===== config.mk =====
export PLATFORM = sky130hd
export DESIGN_NAME = ext_sram_byte_bridge
export DESIGN_NICKNAME = d
export VERILOG_FILES = /design/src/rtl/ext_sram_byte_bridge.sv
export SDC_FILE = /design/constraint.sdc
export NUM_CORES = 1
export LEC_CHECK = 0
export ABC_AREA = 1
export CAP_MARGIN = 40
export CORE_ASPECT_RATIO = 1.75
export CORE_UTILIZATION = 49
export DETAILED_ROUTE_END_ITERATION = 6
export PLACE_DENSITY = 0.92
export SLEW_MARGIN = 30
export SYNTH_ARGS = -nofsm -noshare
export SYNTH_HDL_FRONTEND = slang
export SYNTH_SLANG_ARGS = --single-unit

===== constraint.sdc =====
create_clock -name clk_i -period 3.6 [get_ports clk_i]
set_input_delay 0.54 -clock clk_i [delete_from_list [all_inputs] [get_ports clk_i]]
set_output_delay 0.54 -clock clk_i [all_outputs]
set_load 0.1 [all_outputs]

===== src/rtl/ext_sram_byte_bridge.sv =====
`default_nettype none
// ============================================================================
// Module   : ext_sram_byte_bridge
// Purpose  : Splits one 32-bit OBI-style word request into a sequence of
//            8-bit accesses on the off-chip SRAM pins, handling byte-lane
//            sequencing, external read latency and read-word reassembly.
//            One transaction is outstanding at a time.
// Options  : `define EXT_SRAM_RD_SKIP_EN -> reads fetch only the lanes whose
//            byte enable is set; unread lanes return 0.
// Revision : 1.0 - initial release
// ============================================================================
module ext_sram_byte_bridge #(
   parameter int ADDR_W = 16,
   parameter int RD_LAT = 1
) (
   input  logic              clk_i,
   input  logic              rst_ni,
   input  logic              req_i,
   output logic              gnt_o,
   input  logic              we_i,
   input  logic [3:0]        be_i,
   input  logic [31:0]       addr_i,
   input  logic [31:0]       wdata_i,
   output logic              rvalid_o,
   output logic [31:0]       rdata_o,
   output logic              busy_o,
   input  logic [7:0]        ext_sram_rdata_i,
   output logic [7:0]        ext_sram_wdata_o,
   output logic [ADDR_W-1:0] ext_sram_addr_o,
   output logic              ext_sram_read_o,
   output logic              ext_sram_write_o
);

   typedef enum logic [2:0] {
      IDLE     = 3'd0,
      RD_ISSUE = 3'd1,
      RD_WAIT  = 3'd2,
      WR       = 3'd3,
      DONE     = 3'd4
   } state_t;

   localparam logic [1:0] LAT_INIT = 2'(RD_LAT);

   state_t              state_q, state_d;
   logic                we_q, we_d;
   logic [3:0]          rem_q, rem_d;      // lanes still to be accessed
   logic [31:0]         wdata_q, wdata_d;
   logic [ADDR_W-3:0]   waddr_q, waddr_d;
   logic [1:0]          cnt_q, cnt_d;
   logic [31:0]         hold_q, hold_d;

   logic [1:0]          lane;
   logic [3:0]          rem_clr;
   logic [3:0]          rd_mask;
   logic [3:0]          start_mask;

   // Address bits outside the word-aligned external window are don't-care.
   logic unused_addr;
   assign unused_addr = ^{addr_i[31:ADDR_W], addr_i[1:0]};

`ifdef EXT_SRAM_RD_SKIP_EN
   assign rd_mask = be_i;
`else
   assign rd_mask = 4'hF;
`endif

   assign start_mask = we_i ? be_i : rd_mask;

   // Current lane is the lowest lane still pending, giving ascending order
   // and zero-cycle skipping of disabled lanes.
   always_comb begin
      lane = 2'd0;
      if (rem_q[0])      lane = 2'd0;
      else if (rem_q[1]) lane = 2'd1;
      else if (rem_q[2]) lane = 2'd2;
      else if (rem_q[3]) lane = 2'd3;
   end

   assign rem_clr         = rem_q & ~(4'b0001 << lane);
   assign ext_sram_addr_o = {waddr_q, lane};

   // Next-state, datapath updates and all handshake/strobe outputs.
   always_comb begin
      state_d          = state_q;
      we_d             = we_q;
      rem_d            = rem_q;
      wdata_d          = wdata_q;
      waddr_d          = waddr_q;
      cnt_d            = cnt_q;
      hold_d           = hold_q;
      gnt_o            = 1'b0;
      rvalid_o         = 1'b0;
      rdata_o          = 32'h0;
      busy_o           = (state_q != IDLE);
      ext_sram_read_o  = 1'b0;
      ext_sram_write_o = 1'b0;
      ext_sram_wdata_o = 8'h00;
      case (state_q)
         IDLE: begin
            // Masked by reset so the arbiter never sees a grant that is dropped.
            gnt_o = req_i & rst_ni;
            if (req_i) begin
               we_d    = we_i;
               wdata_d = wdata_i;
               waddr_d = addr_i[ADDR_W-1:2];
               rem_d   = start_mask;
               hold_d  = 32'h0;
               if (start_mask == 4'h0) state_d = DONE;
               else if (we_i)          state_d = WR;
               else                    state_d = RD_ISSUE;
            end
         end
         RD_ISSUE: begin
            ext_sram_read_o = 1'b1;
            cnt_d           = LAT_INIT;
            state_d         = RD_WAIT;
         end
         RD_WAIT: begin
            // Count 1 marks the cycle in which the SRAM data is valid.
            if (cnt_q == 2'd1) begin
               case (lane)
                  2'd0:    hold_d[7:0]   = ext_sram_rdata_i;
                  2'd1:    hold_d[15:8]  = ext_sram_rdata_i;
                  2'd2:    hold_d[23:16] = ext_sram_rdata_i;
                  default: hold_d[31:24] = ext_sram_rdata_i;
               endcase
               rem_d   = rem_clr;
               state_d = (rem_clr == 4'h0) ? DONE : RD_ISSUE;
            end else begin
               cnt_d = cnt_q - 2'd1;
            end
         end
         WR: begin
            ext_sram_write_o = 1'b1;
            case (lane)
               2'd0:    ext_sram_wdata_o = wdata_q[7:0];
               2'd1:    ext_sram_wdata_o = wdata_q[15:8];
               2'd2:    ext_sram_wdata_o = wdata_q[23:16];
               default: ext_sram_wdata_o = wdata_q[31:24];
            endcase
            rem_d   = rem_clr;
            state_d = (rem_clr == 4'h0) ? DONE : WR;
         end
         DONE: begin
            rvalid_o = 1'b1;
            rdata_o  = we_q ? 32'h0 : hold_q;
            state_d  = IDLE;
         end
         default: state_d = IDLE;
      endcase
   end

   // State and datapath registers; reset aborts any transaction in flight.
   always_ff @(posedge clk_i) begin
      if (!rst_ni) begin
         state_q <= IDLE;
         we_q    <= 1'b0;
         rem_q   <= 4'h0;
         wdata_q <= 32'h0;
         waddr_q <= '0;
         cnt_q   <= 2'd0;
         hold_q  <= 32'h0;
      end else begin
         state_q <= state_d;
         we_q    <= we_d;
         rem_q   <= rem_d;
         wdata_q <= wdata_d;
         waddr_q <= waddr_d;
         cnt_q   <= cnt_d;
         hold_q  <= hold_d;
      end
   end

endmodule
`default_nettype wire


# Yosys cells after proc, flatten, opt, wreduce, memory -nomap -nowiden
# Index checks and enable logic that the tools add are counted.
[classes]
addsub = 1
mul = 0
n_div = 0
n_lt_le_gt_ge = 0
eq_ne = 14
shift = 1
muxes = 32
bitwise_logic = 3
n_reduce_logical = 17
[op_table]
columns = ["op", "n"]
rows = [
  ["32-bit 2-to-1 mux", 4],
  ["32-bit case mux with 2 select lines", 1],
  ["8-bit 2-to-1 mux", 5],
  ["8-bit case mux with 3 select lines", 1],
  ["4-bit AND reduction", 4],
  ["3-bit 2-to-1 mux", 5],
  ["2-bit != test (second input constant)", 7],
  ["2-bit 2-to-1 mux", 6],
  ["4-bit 2-to-1 mux", 3],
  ["3-bit case mux with 4 select lines", 1],
  ["4-bit case mux with 3 select lines", 1],
  ["4-bit zero test", 2],
  ["3-bit by 2-bit == test with 1-bit output (second input constant)", 2],
  ["2-bit AND reduction", 3],
  ["3-bit nonzero test", 2],
  ["4-bit AND", 1],
  ["2-bit by 1-bit == test with 1-bit output (second input constant)", 2],
  ["1-bit 2-to-1 mux", 4],
  ["4-bit NOT", 1],
  ["2-bit case mux with 2 select lines", 1],
  ["2-bit nonzero test", 2],
  ["1-bit by 2-bit left shift with 4-bit output (first input constant)", 1],
  ["3-bit by 1-bit == test with 1-bit output (second input constant)", 1],
  ["3-bit == test (second input constant)", 1],
  ["other kinds (7)", 7],
]
[totals]
ff_bits = 88
latch_bits = 0
mem_bits_rw = 0
mem_bits_ro = 0
input_bits = 80
memories = 0

# Depth between registers and ports, before layout
# Gate-level depths: netlist of the first run.
[depth]
depth_word = 11
ltp_mapped = 10
ltp_nobuf = 10

# Least setup slack after synthesis of the first run
# OpenSTA, ideal clock, no wires.
[synth_path]
path_kind = "reg-to-output"
start = "register state_q[2]"
end = "output port rdata_o[10]"
arrival_ns = 4.474
required_time_ns = 3.060
setup_slack_ns = -1.414
path_stages_with_launch = 6
path_cell_list = "dfxtp_1 inv_2 nor3_1 nand2_1 clkbuf_1 nor2_1"
[synth_via]
elab_chain_len = 2
[synth_lines]
columns = ["item", "line_no", "rtl"]
rows = [
  ["start, declared", "44", "state_t state_q, state_d;"],
  ["start signal, assigned", "164", "state_q <= state_d;"],
  ["3-bit == test", "98", "case (state_q)"],
  ["32-bit 2-to-1 mux", "98", ""],
  ["end, declared", "25", "output logic [31:0] rdata_o,"],
]
# No other way between the ends.

# Worst setup path in the final report of the first run
[layout_path]
start = "register rem_q[0]"
end = "output port ext_sram_wdata_o[7]"
[layout_via]
elab_chain_len = 4
[layout_lines]
columns = ["item", "line_no", "rtl"]
rows = [
  ["start, declared", "46", "logic [3:0] rem_q, rem_d;"],
  ["start signal, assigned", "166", "rem_q <= rem_d;"],
  ["2-bit 2-to-1 mux *", "73", "if (rem_q[0]) lane = 2'd0;"],
  ["2-bit == test (tied with other cells)", "135", "case (lane)"],
  ["8-bit case mux with 3 select lines *", "135", ""],
  ["8-bit 2-to-1 mux *", "98", ""],
  ["end, declared", "28", "output logic [7:0] ext_sram_wdata_o,"],
]
# Mark *: on every way between the ends. The rest lies on a longest branch, timed or not.

==> results of run 1 <==
## worst register-to-register path, delay by kind of cell (launching register included)
kind	cells	cell delay [ns]
simple gates	5	0.86
compound gates	1	0.11
flops	1	0.39
buf+inv	2	0.50
## sequential cells by signal, indices dropped and copies added (netlist names)
name and count:
cnt_q 2, rem_q 4, hold_q 32, wdata_q 32, waddr_q 14, state_q 3
we_q 1
## cells by family (layout without fill, tap and decap cells)
group / Yosys count / count (layout)
simple gates: 318 / 318
flops: 88 / 88
buf+inv: 109 / 233
fa+ha+maj: 1 / 1
compound gates: 116 / 116
## Yosys cell counts (4+ instances only)
| master | n | area, um^2 |
|---|---|---|
| o21ai_1 | 5 | 25.0 |
| buf_2 | 8 | 40.0 |
| inv_1 | 70 | 263 |
| clkbuf_1 | 11 | 41.3 |
| inv_2 | 4 | 15.0 |
| buf_1 | 5 | 18.8 |
| buf_4 | 9 | 67.6 |
| nor2_1 | 96 | 360 |
| nand3_1 | 77 | 385 |
| o21ai_0 | 28 | 140 |
| nand2_1 | 129 | 484 |
| o21bai_1 | 4 | 30.0 |
| a21oi_1 | 75 | 375 |
| nand2_2 | 4 | 25.0 |
| dfxtp_1 | 88 | 1760 |
## cells in the final DEF, fill, tap and decap left out, drive strengths merged
| master | n |
|---|---|
| nand2 | 134 |
| nor2 | 101 |
| dfxtp | 88 |
| nand3 | 79 |
| clkdlybuf4s50 | 76 |
| a21oi | 76 |
| inv | 75 |
| buf | 69 |
| o21ai | 34 |
| clkbuf | 11 |
| o21bai | 4 |
| nor3 | 3 |
| clkinv | 1 |
| a211oi | 1 |
| a31oi | 1 |
| nand4 | 1 |
| ha | 1 |
| bufinv | 1 |
## metal layers
layer | global-route usage, % | share of wire (%)
met4 | 15.5 | 3.7
met1 | 27.7 | 36
met3 | 4.21 | 4.9
met2 | 52.1 | 55
met5 | 0 | 0
## power groups by stage
stage / registers, mW / clock network (mW) / logic, mW
floorplan: 1.62 / 0 / 1.66
detailed placement: 1.42 / 0 / 2.48
finish: 1.41 / 0.908 / 2.52
CTS: 1.40 / 0.917 / 2.50
global placement: 1.40 / 0 / 2.29
global route: 1.43 / 0.951 / 2.74
## final cells by class
type	count	area (um^2)
fillers	652	2410
multi-input cells	435	1990
flip-flops and latches	88	1760
repair buffers	145	1440
inverters	76	288
clock buffers	11	253
well taps	115	144
clock inverters	1	30.0
## through the flow
step | instances | worst slack [ns] | util (%) | hold slack, ns
final | 871 | 0.802 | 71.0 | 0.459
after floorplan | 632 | -0.412 | - | 0.430
after detailed placement | 859 | 1.14 | 67.6 | 0.452
after global routing | 871 | 0.691 | 71.0 | 0.482
after CTS | 871 | 0.843 | 71.0 | 0.461
after global placement | 843 | 1.16 | 64.4 | 0.441
## worst max path at each step
stage / to / from / depth (start not counted)
after global routing: ext_sram_wdata_o[5] / rem_q[0] / 9
after CTS: ext_sram_wdata_o[7] / rem_q[1] / 9
after global placement: gnt_o / req_i / 5
after floorplan: rdata_o[10] / state_q[0] / 4
after detailed placement: gnt_o / req_i / 5
final: ext_sram_wdata_o[7] / rem_q[0] / 9
==> reports/qor.yml, run 1 <==
synthesis:
  muxShareOfSynthArea_pct: 0
  synth_flop_cell: "dfxtp_1"
  synth_edf_count: 0
  synth_top_family_by_area: "simple AND/OR/NAND/NOR gates"
  synth_fp_nets: 713
  yosys_warnings: 0
  yosysSeqAreaShare_pct: 42.0
  synth_compound_area_share_pct: 14.4
  synth_fa_ha_area_share_pct: 0.299
  postSynthCellCount: 632
  avgSynthCellArea_um2: 6.63
  yosysUniqueCellTypes: 29
  ys_ff_latch: 88
  synthArstFlopShare_pct: 0
  synth_xor_xnor_area_share_pct: 0
  yosys.area_share.simple_pct: 32.4
  synth_area_mm2: 0.00419
timing:
  maxSlewHeadroom_pct: 65.8
  post-route-period-util_pct: 77.7
  rsz0062_at_grt: "false"
  clock.fmax_mhz: 357
  finalSetupTns_ns: 0
  skew_ns: 0.00517
  slew_viol_final: 0
  worst_pin_slew_ns: 0.513
  setup_viol: 0
  hold_viol: 0
  fin_crit_ns: 2.80
detailed_routing:
  avgViaCountPerCell: 5.22
  drc_errors: 0
  antenna_left: 0
  routed_wl_mm: 12.2
  wl_per_cell_um: 14.0
  drt_iter0_drc: 299
  firstDrtPassIters: 6
  num_vias: 4546
placement:
  port_buffers: 122
  place_area_mm2: 0.00562
  hpwl_mm: 8.76
  place_congestion: 0.890
critical_path:
  worstPathRequired_ns: 3.06
  critPathBufInv: 3
  crit_family: "simple AND/OR/NAND/NOR gates"
  reg2reg_depth: 8
  max_stage_delay_ns: 0.40
  end_kind: "output pin"
  critPathLaunchType: "register"
  crit_arrival_ns: 2.26
  path_max_fanout: 10
  cp_slowest_cell: "dfxtp_1"
  path_class: "reg -> out"
  critical_path.cell_chain: "nor2_2, o21ai_2, clkinv_1, nor2_2, nand2_1, nand3_1, nand2_1, inv_1, buf_4"
  r2r-start: "state_q[0]"
  worstReg2RegEnd: "state_q[2]"
  r2r_setup_slack_ns: 1.68
pwr:
  seqPwrFrac_pct: 29.1
  netSwitchingFraction_pct: 46.7
  power.share.combinational_pct: 52.1
  power.internal_mw: 2.58
  p_clk_share_pct: 18.8
  power_density_mw_per_mm2: 819
  p_sw_mw: 2.25
  power_mw: 4.83
  cellLeakagePower_nw: 2.65
  ir_drop_mv: 0.511
die:
  die_h_um: 124
  dieWidth_um: 71.9
  start_util_pct: 50.4
  core_mm2: 0.00831
  rows: 44
  die_area_mm2: 0.00894
  io_pins: 141
finish:
  final_nets: 836
  final_area_mm2: 0.00590
  layout-drive-gt1-share_pct: 13.6
  antenna_cells: 0
  syn2layout_area_growth_pct: 40.7
run_status:
  status: "completed"
grt:
  antenna_found_initial: 0
  grt_pass1_vias: 4404
  grt.overflow.total: 0
  grt_pass1_wl_mm: 19.5
  grt.total_usage_pct: 27.6
  grt_max_degree: 53
min_path:
  hp-class: "reg -> reg"
  hold_start: "wdata_q[5]"
  hold_path_depth: 2
  hold_end: "wdata_q[5]"
clocking:
  ctsRootBufferMaster: "clkbuf_16"
  clk_pin_slew_ns: 0.06
  clock_latency_ns: 0.34
  post_cts_buffers: 0
  cts.htree.levels: 3
  cts_buffers: 9
  cts_buffer_depth: 2
  cts_sinks: 88
  post_cts_resized: 0
  postCtsHoldBufs: 0
  cts_tree: "yes"
run:
  drv_cap: 0
No activity file was read; power rests on OpenSTA's default activity.
==> run 2: changes to the inputs <==
Settings changed: CORE_UTILIZATION 49 to 41, PLACE_DENSITY 0.92 to 0.83.
Clock period 3.6 ns to 2.45 ns, I/O delays scaled along.
==> reports/qor.yml, run 2 (synthesized netlist as in run 1, its figures left out) <==
pwr:
  power_mw: 7.31  # was 4.83 mW
  p_clk_share_pct: 20.2  # was 18.8%
  power.internal_mw: 3.86  # was 2.58 mW
  cellLeakagePower_nw: 2.70  # was 2.65 nW
  power_density_mw_per_mm2: 1130  # was 819 mW/mm^2
  power.share.combinational_pct: 51.6  # was 52.1%
  p_sw_mw: 3.44  # was 2.25 mW
  netSwitchingFraction_pct: 47.1  # was 46.7%
  ir_drop_mv: 0.760  # was 0.511 mV
  seqPwrFrac_pct: 28.2  # was 29.1%
clocking:
  clock_latency_ns: 0.34  # about the same
  cts.htree.levels: 3  # unchanged
  cts_buffer_depth: 2  # unchanged
  cts_sinks: 88  # unchanged
  postCtsHoldBufs: 0  # unchanged
  ctsRootBufferMaster: "clkbuf_16"  # unchanged
  clk_pin_slew_ns: 0.06  # about the same
  post_cts_buffers: 0  # unchanged
  cts_buffers: 9  # unchanged
  cts_tree: "yes"  # unchanged
detailed_routing:
  avgViaCountPerCell: 5.11  # was 5.22
  num_vias: 4442  # was 4,546
  firstDrtPassIters: 5  # was 6
  wirelength_met1_mm: 4.46  # was 4.39 mm
  routed_wl_mm: 12.0  # was 12.2 mm
  top_layer: "met4"  # unchanged
  antenna_left: 0  # unchanged
  drt_iter0_drc: 210  # was 299
  met3WireLength_um: 583  # was 602 um
  dr_wl_met2_mm: 6.48  # was 6.76 mm
  wl_per_cell_um: 13.8  # was 14.0 um
  drc_errors: 0  # unchanged
run:
  drv_cap: 0  # unchanged
placement:
  hpwl_mm: 9.06  # was 8.76 mm
  port_buffers: 122  # unchanged
  place_congestion: 0.879  # was 0.890
  dp.cells: 855  # was 859
critical_path:
  worstPathRequired_ns: 2.08  # was 3.06 ns
  crit_arrival_ns: 1.94  # was 2.26 ns
  path_class: "reg -> out"  # unchanged
  path_max_fanout: 10  # unchanged
  critPathLaunchType: "register"  # unchanged
  end_kind: "output pin"  # unchanged
grt:
  grt_pass1_wl_mm: 19.8  # was 19.5 mm
  grt_max_degree: 53  # unchanged
  antenna_found_initial: 0  # unchanged
  grt.overflow.total: 0  # unchanged
  grt_pass1_vias: 4363  # was 4,404
  grt.total_usage_pct: 23.6  # was 27.6%
timing:
  post-route-period-util_pct: 94.2
  rsz0062_at_grt: "false"  # unchanged
  maxSlewHeadroom_pct: 66.0  # was 65.8%
  hold_viol: 0  # unchanged
  slew_viol_final: 0  # unchanged
  setup_viol: 0  # unchanged
  clock.fmax_mhz: 433
  worst_pin_slew_ns: 0.510  # was 0.513 ns
  fin_crit_ns: 2.31
  skew_ns: 0.00348  # was 0.00517 ns
die:
  dieWidth_um: 78.4  # was 71.9 um
  die_h_um: 136  # was 124 um
  rows: 48  # was 44
  io_pins: 141  # unchanged
  start_util_pct: 42.3  # was 50.4%
  core_mm2: 0.00991  # was 0.00831 mm^2
  die_area_mm2: 0.0106  # was 0.00894 mm^2
finish:
  syn2layout_area_growth_pct: 54.4  # was 40.7%
  register_area_mm2: 0.00177  # was 0.00176 mm^2
  layout-drive-gt1-share_pct: 19.2  # was 13.6%
  reg_top3: "hold_q x32, wdata_q x32, waddr_q x14"  # unchanged
  layout_common_cells: "nand2_1, dfxtp_1, nand3_1, a21oi_1, inv_1"  # was nand2_1, nor2_1, dfxtp_1, nand3_1, clkdlybuf4s50_1
  final_cells: 869  # was 871
  antenna_cells: 0  # unchanged
  multiInputGateArea_mm2: 0.00225  # was 0.00199 mm^2
  final_nets: 822  # was 836
  fill_cells: 814  # was 652
  final_common_cell: "nand2_1"  # unchanged
run_status:
  status: "completed"  # unchanged
min_path:
  hp-class: "reg -> reg"  # unchanged
## run 2: area by class of cell
cell class	instances	share of cell area [%]
tap	125	2.42
clock buffer	11	3.92
multi-input combinational	435	34.7
timing repair buffer	131	26.1
sequential	88	27.3
inverter	76	4.56
clock inverter	3	1.01
## run 2: power by group through the flow
| stage | sequential, mW | clock, mW | combinational, mW |
|---|---|---|---|
| 2_1_floorplan | 2.38 | 0 | 2.61 |
| 3_3_place_gp | 2.07 | 0 | 3.65 |
| 3_5_place_dp | 2.08 | 0 | 3.74 |
| 4_1_cts | 2.06 | 1.50 | 3.77 |
| 5_1_grt | 2.11 | 1.55 | 4.12 |
| 6_report | 2.06 | 1.48 | 3.77 |
## run 2: per-layer routing
metal | GRT usage, % | vias to the layer above
met3 | 5.25 | 36
met5 | 0 | -
met4 | 13.0 | 0
met1 | 24.7 | 1995
met2 | 43.1 | 170
li1 | - | 2241
## run 2: worst max-delay path, stage by stage, from the launching register on
cell and delay, ns:
dfxtp_2 0.38, inv_2 0.11, nand2_1 0.07, nand2_1 0.06
nand2_1 0.15, nand2_2 0.16, inv_1 0.15, nand2_1 0.10
nand3_1 0.09, nand2_1 0.05, inv_1 0.09, buf_12 0.18
## run 2: timing repair
item,in CTS,in global routing
hold endpoints to repair,0,0
resized for setup,0,2
endpoints found under the setup margin,0,8
## run 2: worst paths after layout
path | startpoint | endpoint | slack [ns] | depth (start not counted)
setup / recovery | rem_q[2] | ext_sram_wdata_o[4] | 0.14 | 11
hold / removal | wdata_q[1] | wdata_q[1] | 0.46 | 2
setup reg to reg | state_q[0] | wdata_q[0] | 0.60 | 7
hold reg to reg | wdata_q[1] | wdata_q[1] | 0.46 | 2
## run 2: through the flow
step | instance area, um^2 | setup WS (ns) | utilization (%) | hold slack [ns] | setup TNS, ns
after global routing | 6470 | 0.0411 | 65.3 | 0.472 | 0
final | 6470 | 0.143 | 65.3 | 0.459 | 0
after CTS | 6470 | 0.0666 | 65.3 | 0.455 | 0
after detailed placement | 6150 | 0.445 | 62.0 | 0.446 | 0
after global placement | 6150 | 0.470 | 62.0 | 0.439 | 0
after floorplan | 4530 | -0.146 | - | 0.430 | -3.76
